### src/rtl/gnrc_onehot2therm_stream.sv
// Streaming onehot -> thermometer converter with valid/ready handshakes on
// both sides and a two-entry skid buffer (output register + skid register).
// Illegal (zero-hot or multi-hot) inputs are flagged per beat and counted.
module gnrc_onehot2therm_stream #(
    parameter int N     = 3,
    parameter int CNT_W = 8,
    localparam int M    = N + 1
) (
    input  logic             clk_i,
    input  logic             rst_i,
    input  logic             clr_i,
    input  logic             valid_i,
    output logic             ready_o,
    input  logic [M-1:0]     onehot_i,
    output logic             valid_o,
    input  logic             ready_i,
    output logic [N-1:0]     therm_o,
    output logic             err_o,
    output logic [CNT_W-1:0] err_cnt_o
);

    // Buffer occupancy: EMPTY (nothing held), ONE (output reg), FULL (output + skid)
    typedef enum logic [1:0] {
        EMPTY = 2'd0,
        ONE   = 2'd1,
        FULL  = 2'd3
    } state_t;

    localparam logic [CNT_W-1:0] CNT_MAX = {CNT_W{1'b1}};

    state_t         state_q;
    state_t         state_d;
    logic           out_v;
    logic           skd_v;
    logic           acc;
    logic           drain;
    logic           load_out;
    logic           load_skd;
    logic           out_from_skd;
    logic [N-1:0]   conv_therm;
    logic           conv_err;
    logic [N-1:0]   skd_therm;
    logic           skd_err;

    assign out_v   = (state_q != EMPTY);
    assign skd_v   = (state_q == FULL);
    assign valid_o = out_v;
    assign ready_o = ~skd_v & ~rst_i;
    assign acc     = valid_i & ready_o;
    assign drain   = out_v & ready_i;

    // Convert the incoming code: bit k is set when any onehot bit above k is set
    always_comb begin
        conv_therm = '0;
        for (int k = 0; k < N; k++) begin
            conv_therm[k] = |(onehot_i >> (k + 1));
        end
        conv_err = (onehot_i == '0) || ((onehot_i & (onehot_i - M'(1))) != '0);
    end

    // Next occupancy and which register captures or shifts this cycle
    always_comb begin
        state_d      = state_q;
        load_out     = 1'b0;
        load_skd     = 1'b0;
        out_from_skd = 1'b0;
        case (state_q)
            EMPTY: begin
                if (acc) begin
                    load_out = 1'b1;
                    state_d  = ONE;
                end
            end
            ONE: begin
                if (acc && drain) begin
                    load_out = 1'b1;
                end else if (acc) begin
                    load_skd = 1'b1;
                    state_d  = FULL;
                end else if (drain) begin
                    state_d  = EMPTY;
                end
            end
            FULL: begin
                if (drain) begin
                    out_from_skd = 1'b1;
                    state_d      = ONE;
                end
            end
            default: begin
                state_d = EMPTY;
            end
        endcase
    end

    // Occupancy register
    always_ff @(posedge clk_i) begin
        if (rst_i) begin
            state_q <= EMPTY;
        end else begin
            state_q <= state_d;
        end
    end

    // Output and skid data registers; skid refills the output when it drains
    always_ff @(posedge clk_i) begin
        if (rst_i) begin
            therm_o   <= '0;
            err_o     <= 1'b0;
            skd_therm <= '0;
            skd_err   <= 1'b0;
        end else begin
            if (load_out) begin
                therm_o <= conv_therm;
                err_o   <= conv_err;
            end else if (out_from_skd) begin
                therm_o <= skd_therm;
                err_o   <= skd_err;
            end
            if (load_skd) begin
                skd_therm <= conv_therm;
                skd_err   <= conv_err;
            end
        end
    end

    // Saturating count of illegal beats at input accept; clear wins over old value
    always_ff @(posedge clk_i) begin
        if (rst_i) begin
            err_cnt_o <= '0;
        end else if (clr_i) begin
            err_cnt_o <= (acc && conv_err) ? CNT_W'(1) : '0;
        end else if (acc && conv_err && (err_cnt_o != CNT_MAX)) begin
            err_cnt_o <= err_cnt_o + CNT_W'(1);
        end
    end

endmodule

### config.mk
export PLATFORM = sky130hd
export DESIGN_NAME = gnrc_onehot2therm_stream
export DESIGN_NICKNAME = d
export VERILOG_FILES = /design/src/rtl/gnrc_onehot2therm_stream.sv
export SDC_FILE = /design/constraint.sdc
export NUM_CORES = 1
export LEC_CHECK = 0
export ABC_AREA = 1
export CAP_MARGIN = 20
export CORE_ASPECT_RATIO = 1.5
export CORE_UTILIZATION = 35
export DETAILED_ROUTE_END_ITERATION = 8
export HOLD_SLACK_MARGIN = 0.12
export PLACE_DENSITY = 0.66
export SYNTH_ARGS = -nofsm -noshare
export SYNTH_HDL_FRONTEND = slang
export SYNTH_SLANG_ARGS = --single-unit
### constraint.sdc
create_clock -name clk_i -period 3.7 [get_ports clk_i]
set_input_delay 0.74 -clock clk_i [delete_from_list [all_inputs] [get_ports clk_i]]
set_output_delay 0.74 -clock clk_i [all_outputs]
set_load 0.01 [all_outputs]
== After elaboration in Yosys (flattened, before gate mapping) ==
Index checks and enable logic that the tools add are counted.
Word-level totals
  bits in registers: 18
  output and inout bits: 14
  word-level logic and storage cells: 54
Operators by class
  add/subtract/negate cells: 2
  equality and inequality tests: 7
  multiplexer cells: 20
  bitwise logic cells: 6
  reduce and logical (&&, ||, !) cells: 13
Operators with widths (number)
  two-way mux 8 bit: 2
  two-way mux 2 bit: 5
  two-way mux 1 bit: 9
  adder 8 x 1 -> 8 bit, second input constant: 1
  != test 8 bit, second input constant: 1
  two-way mux 3 bit: 2
  one-hot mux 2 bit (3 select lines): 1
  nonzero test 2 bit: 3
  bitwise AND 4 bit: 1
  zero test 4 bit: 1
  != test 2 bit, second input constant: 2
  AND reduction 4 bit: 1
  nonzero test 4 bit: 1
  subtractor 4 x 1 -> 4 bit, second input constant: 1
  bitwise AND 1 bit: 3
  logical AND 1 bit: 3
  != test 3 bit, second input constant: 1
  OR reduction 3 bit: 1
  equality test 2 x 1 -> 1 bit, second input constant: 1
  equality test 2 bit, second input constant: 1
  zero test 2 bit: 1
  != test 2 x 1 -> 1 bit, second input constant: 1
  NOT 1 bit: 2
  one-hot mux 1 bit (2 select lines): 1
  other kinds (2): 2

== Logic depth before layout (Yosys ltp) ==
  depth in word-level cells: 8
  mapped depth: 11
  depth with buffers taken out: 11

== Worst setup path before layout ==
Ideal clock, no wire load.
  kind: input -> output
  start: input rst_i
  end: output ready_o
  data arrival time: 0.861 ns
  data required time: 2.960 ns
  path slack: 2.099 ns
  stages on the path: 1
  buffers on the path: 0
  cells stage by stage: nor2_4
Between the ends
  cells in the longest elaborated chain, start to end: 2
RTL lines
  start, declared: line 10  | input logic rst_i,
  NOT 1 bit: line 48  | assign ready_o = ~skd_v & ~rst_i;
  bitwise AND 1 bit: line 48
  end, declared: line 13  | output logic ready_o,
Every way passes these cells.

== Worst setup path in the final report ==
Same ends and word-level chain as after synthesis.

==> key figures <==
Outcome
  – Status: complete, no violations

CTS
  – Root buffer cell: clkbuf_8
  – Hold_buf cts: 0
  – TritonCTS clock tree: yes
  – CTS Sinks: 18
  – Resized Gates After CTS: 0
  – CTS clk-pin slew, worst paths: 0.07 ns
  – CTS buffer count: 3
  – Worst skew pair latency: 0.25 ns
  – Htree depth: 1
  – # Post-CTS Setup Buffers: 0
  – Clock tree buffer depth: 2

Pwr
  – Pwr per Cell Area: 360 nW/um^2
  – Leakage power: 0.000651 uW
  – Peak supply drop: 0.230 mV
  – Power consumption: 527 uW

Routing
  – DR vias: 1084
  – Detailed Route Iter0 Violations: 28
  – DR DRC count: 0
  – Avg Vias per Cell: 4.80
  – Final WL: 2410 um
  – ANT nets after route: 0
  – Pre-Repair DR Iteration Count: 4
  – Drt wl/cell: 10.6 um

Timing
  – Final Skew: 0.00172 ns
  – Max Clk Rate: 343 MHz
  – Slew @ Worst Pin: 0.487 ns
  – Period utilization: 78.7%
  – Min cycle time layout: 2.91 ns
  – Final Hold Fails: 0
  – Unrepaired setup endpoints after global routing: false
  – Final Setup Violations: 0
  – Slew HR: 67.4%
  – TNS Setup: 0 ns
  – Slew Limit Fails: 0

Final layout
  – Final instance area: 1460 um^2
  – Layout Cells excl Fill: 226
  – Fin util: 46.8%
  – Fin nets: 201
  – Antenna diode count: 0
  – Area grow syn2layout: 28.1%
  – Layout cells sized above 1: 15.1%

Place
  – Number of port buffers: 22
  – HPWL after DPL: 1980 um
  – Routability congestion estimate: 0.831
  – Dpl cell area: 1410 um^2
  – # placed instances: 222

Setup path
  – Worst R2R Path Depth: 10
  – Kind of start point of the critical path: input port
  – Crit path cell chain: clkdlybuf4s50_1 > nor2_4 > clkdlybuf4s50_1
  – FF-to-FF End: therm_o[0]$_SDFFE_PP0P_
  – CP Launch Point: rst_i
  – Slowest-stage cell, CP: clkdlybuf4s50_1
  – Worst Path Arrival: 2.17 ns
  – Cell family with most CP delay: buffers and inverters
  – WP depth: 3
  – Critical path type: in2out
  – CP required: 2.96 ns
  – R2r setup slk: 2.08 ns
  – Setup crit end: ready_o
  – Critical path capture point type: output pin
  – Max FO, Critical Path: 11
  – Max incr delay on CP: 0.65 ns
  – Buf/Inv on CP: 2
  – Reg2reg start: state_q[0]$_SDFFE_PP0P_
  – CP most frequent cell: clkdlybuf4s50_1

Floorplan
  – Die Y: 72.0 um
  – Die area: 3500 um^2
  – IO Pins: 23
  – Row Count: 25
  – Die X: 48.6 um
  – Initial Utilization: 36.5%
  – Core ar.: 3130 um^2

Logic synthesis
  – Syn Nets: 175
  – YS warnings: 0
  – Distinct cells, synth: 27
  – Syn Area/Cell: 7.10 um^2
  – FF+latch count, synth: 18
  – Sequential area share after synthesis: 31.5%
  – Top post-synthesis cells by area: dfxtp_1, nand2_1, inv_1
  – Cell count after synthesis: 161
  – Post-synth top area cell: dfxtp_1
  – Mapped cell area: 1140 um^2
  – Synth top area share: 31.5%

GRT
  – Grt total ovfl: 0
  – GRT Util Overall: 15.6%
  – Largest net degree at the start of global routing: 12
  – Vias in the first global route: 1067
  – Initial antenna violation count: 0
  – Global-route wire length before repair: 4260 um

Run
  – Max cap viols: 0

Min path
  – Hold/Removal Path Class: reg2reg
  – Worst Hold Launch: skd_therm[2]$_SDFFE_PP0P_
==> kinds of logic (layout without fill, tap and decap cells) <==
| logic type | Yosys count | in the layout | share of synthesized area (%) |
|---|---|---|---|
| xor gates and xnor gates | 1 | 1 | 0.767 |
| DFF | 18 | 18 | 31.5 |
| buffers and inverters | 28 | 53 | 9.75 |
| and+or+nand+nor | 88 | 88 | 41.9 |
| adders and majority gates | 5 | 5 | 5.48 |
| AOI/OAI and AO/OA | 21 | 21 | 10.5 |
==> cells in the mapped netlist, drive strengths merged <==
cell / number
a211oi: 1
a21oi: 8
a31oi: 4
buf: 1
clkinv: 2
dfxtp: 18
ha: 5
inv: 25
nand2: 49
nand3: 10
nand3b: 1
nand4: 7
nor2: 19
nor3: 1
o21ai: 7
o21bai: 1
or2: 1
xor2: 1
==> flip-flops by register name (all words and copies together), names as in the netlist <==
signal / count
err_cnt_o: 8
skd_err: 1
skd_therm: 3
therm_o: 3
state_q: 2
err_o: 1
==> worst reg2reg max path, cell delays in order (launching register included) <==
cell and delay, ns:
dfxtp_1 0.36, inv_1 0.09, ha_1 0.24, inv_2 0.07, nand2_1 0.12, nor2_2 0.20, inv_1 0.11, nand2_1 0.07
nand2_1 0.04, nor2_1 0.12, a211oi_2 0.05
==> metal layers <==
layer  global-route usage [%]  wire [um]  part of all wire [%]
met1                     14.0        893                    37
met2                     32.4       1380                    58
met3                     2.94         92                   3.8
met4                     7.19         34                   1.4
met5                        0          0                     0
==> how the worst min path moves through the flow <==
stage	to	slack, ns	cells after the start
2_1_floorplan	therm_o[1]$_SDFFE_PP0P_	0.46	2
3_3_place_gp	therm_o[2]$_SDFFE_PP0P_	0.47	2
3_5_place_dp	therm_o[1]$_SDFFE_PP0P_	0.48	2
4_1_cts	therm_o[1]$_SDFFE_PP0P_	0.49	2
5_1_grt	therm_o[2]$_SDFFE_PP0P_	0.51	2
6_report	therm_o[2]$_SDFFE_PP0P_	0.49	2
==> area by class of cell <==
cell class,instances,area (um^2)
well taps,40,50.0
flip-flops and latches,18,360
inverters,27,108
multi-input cells,115,671
repair buffers,22,220
fillers,315,1660
clock buffers,4,55.1
==> placed cells by master, fill, tap and decap left out, drive strengths merged, types with 5 or more instances in the layout <==
cell / count
inv: 25
clkdlybuf4s50: 22
a21oi: 8
nand4: 7
nand2: 49
ha: 5
nor2: 19
o21ai: 7
nand3: 10
dfxtp: 18
==> power breakdown <==
part / switching, uW / leakage, uW / internal [uW] / total [uW]
clock: 62.6 / 0.0000288 / 94.4 / 157
sequential: 10.4 / 0.000146 / 209 / 220
combinational: 87.1 / 0.000476 / 63.6 / 151
==> through the flow <==
step                hold slack (ns)  setup WS (ns)
floorplan                     0.462           2.10
global placement              0.471          0.807
detailed placement            0.478          0.795
CTS                           0.489          0.772
global route                  0.514          0.702
finish                        0.487          0.787
(Power assumes the default switching activity.)
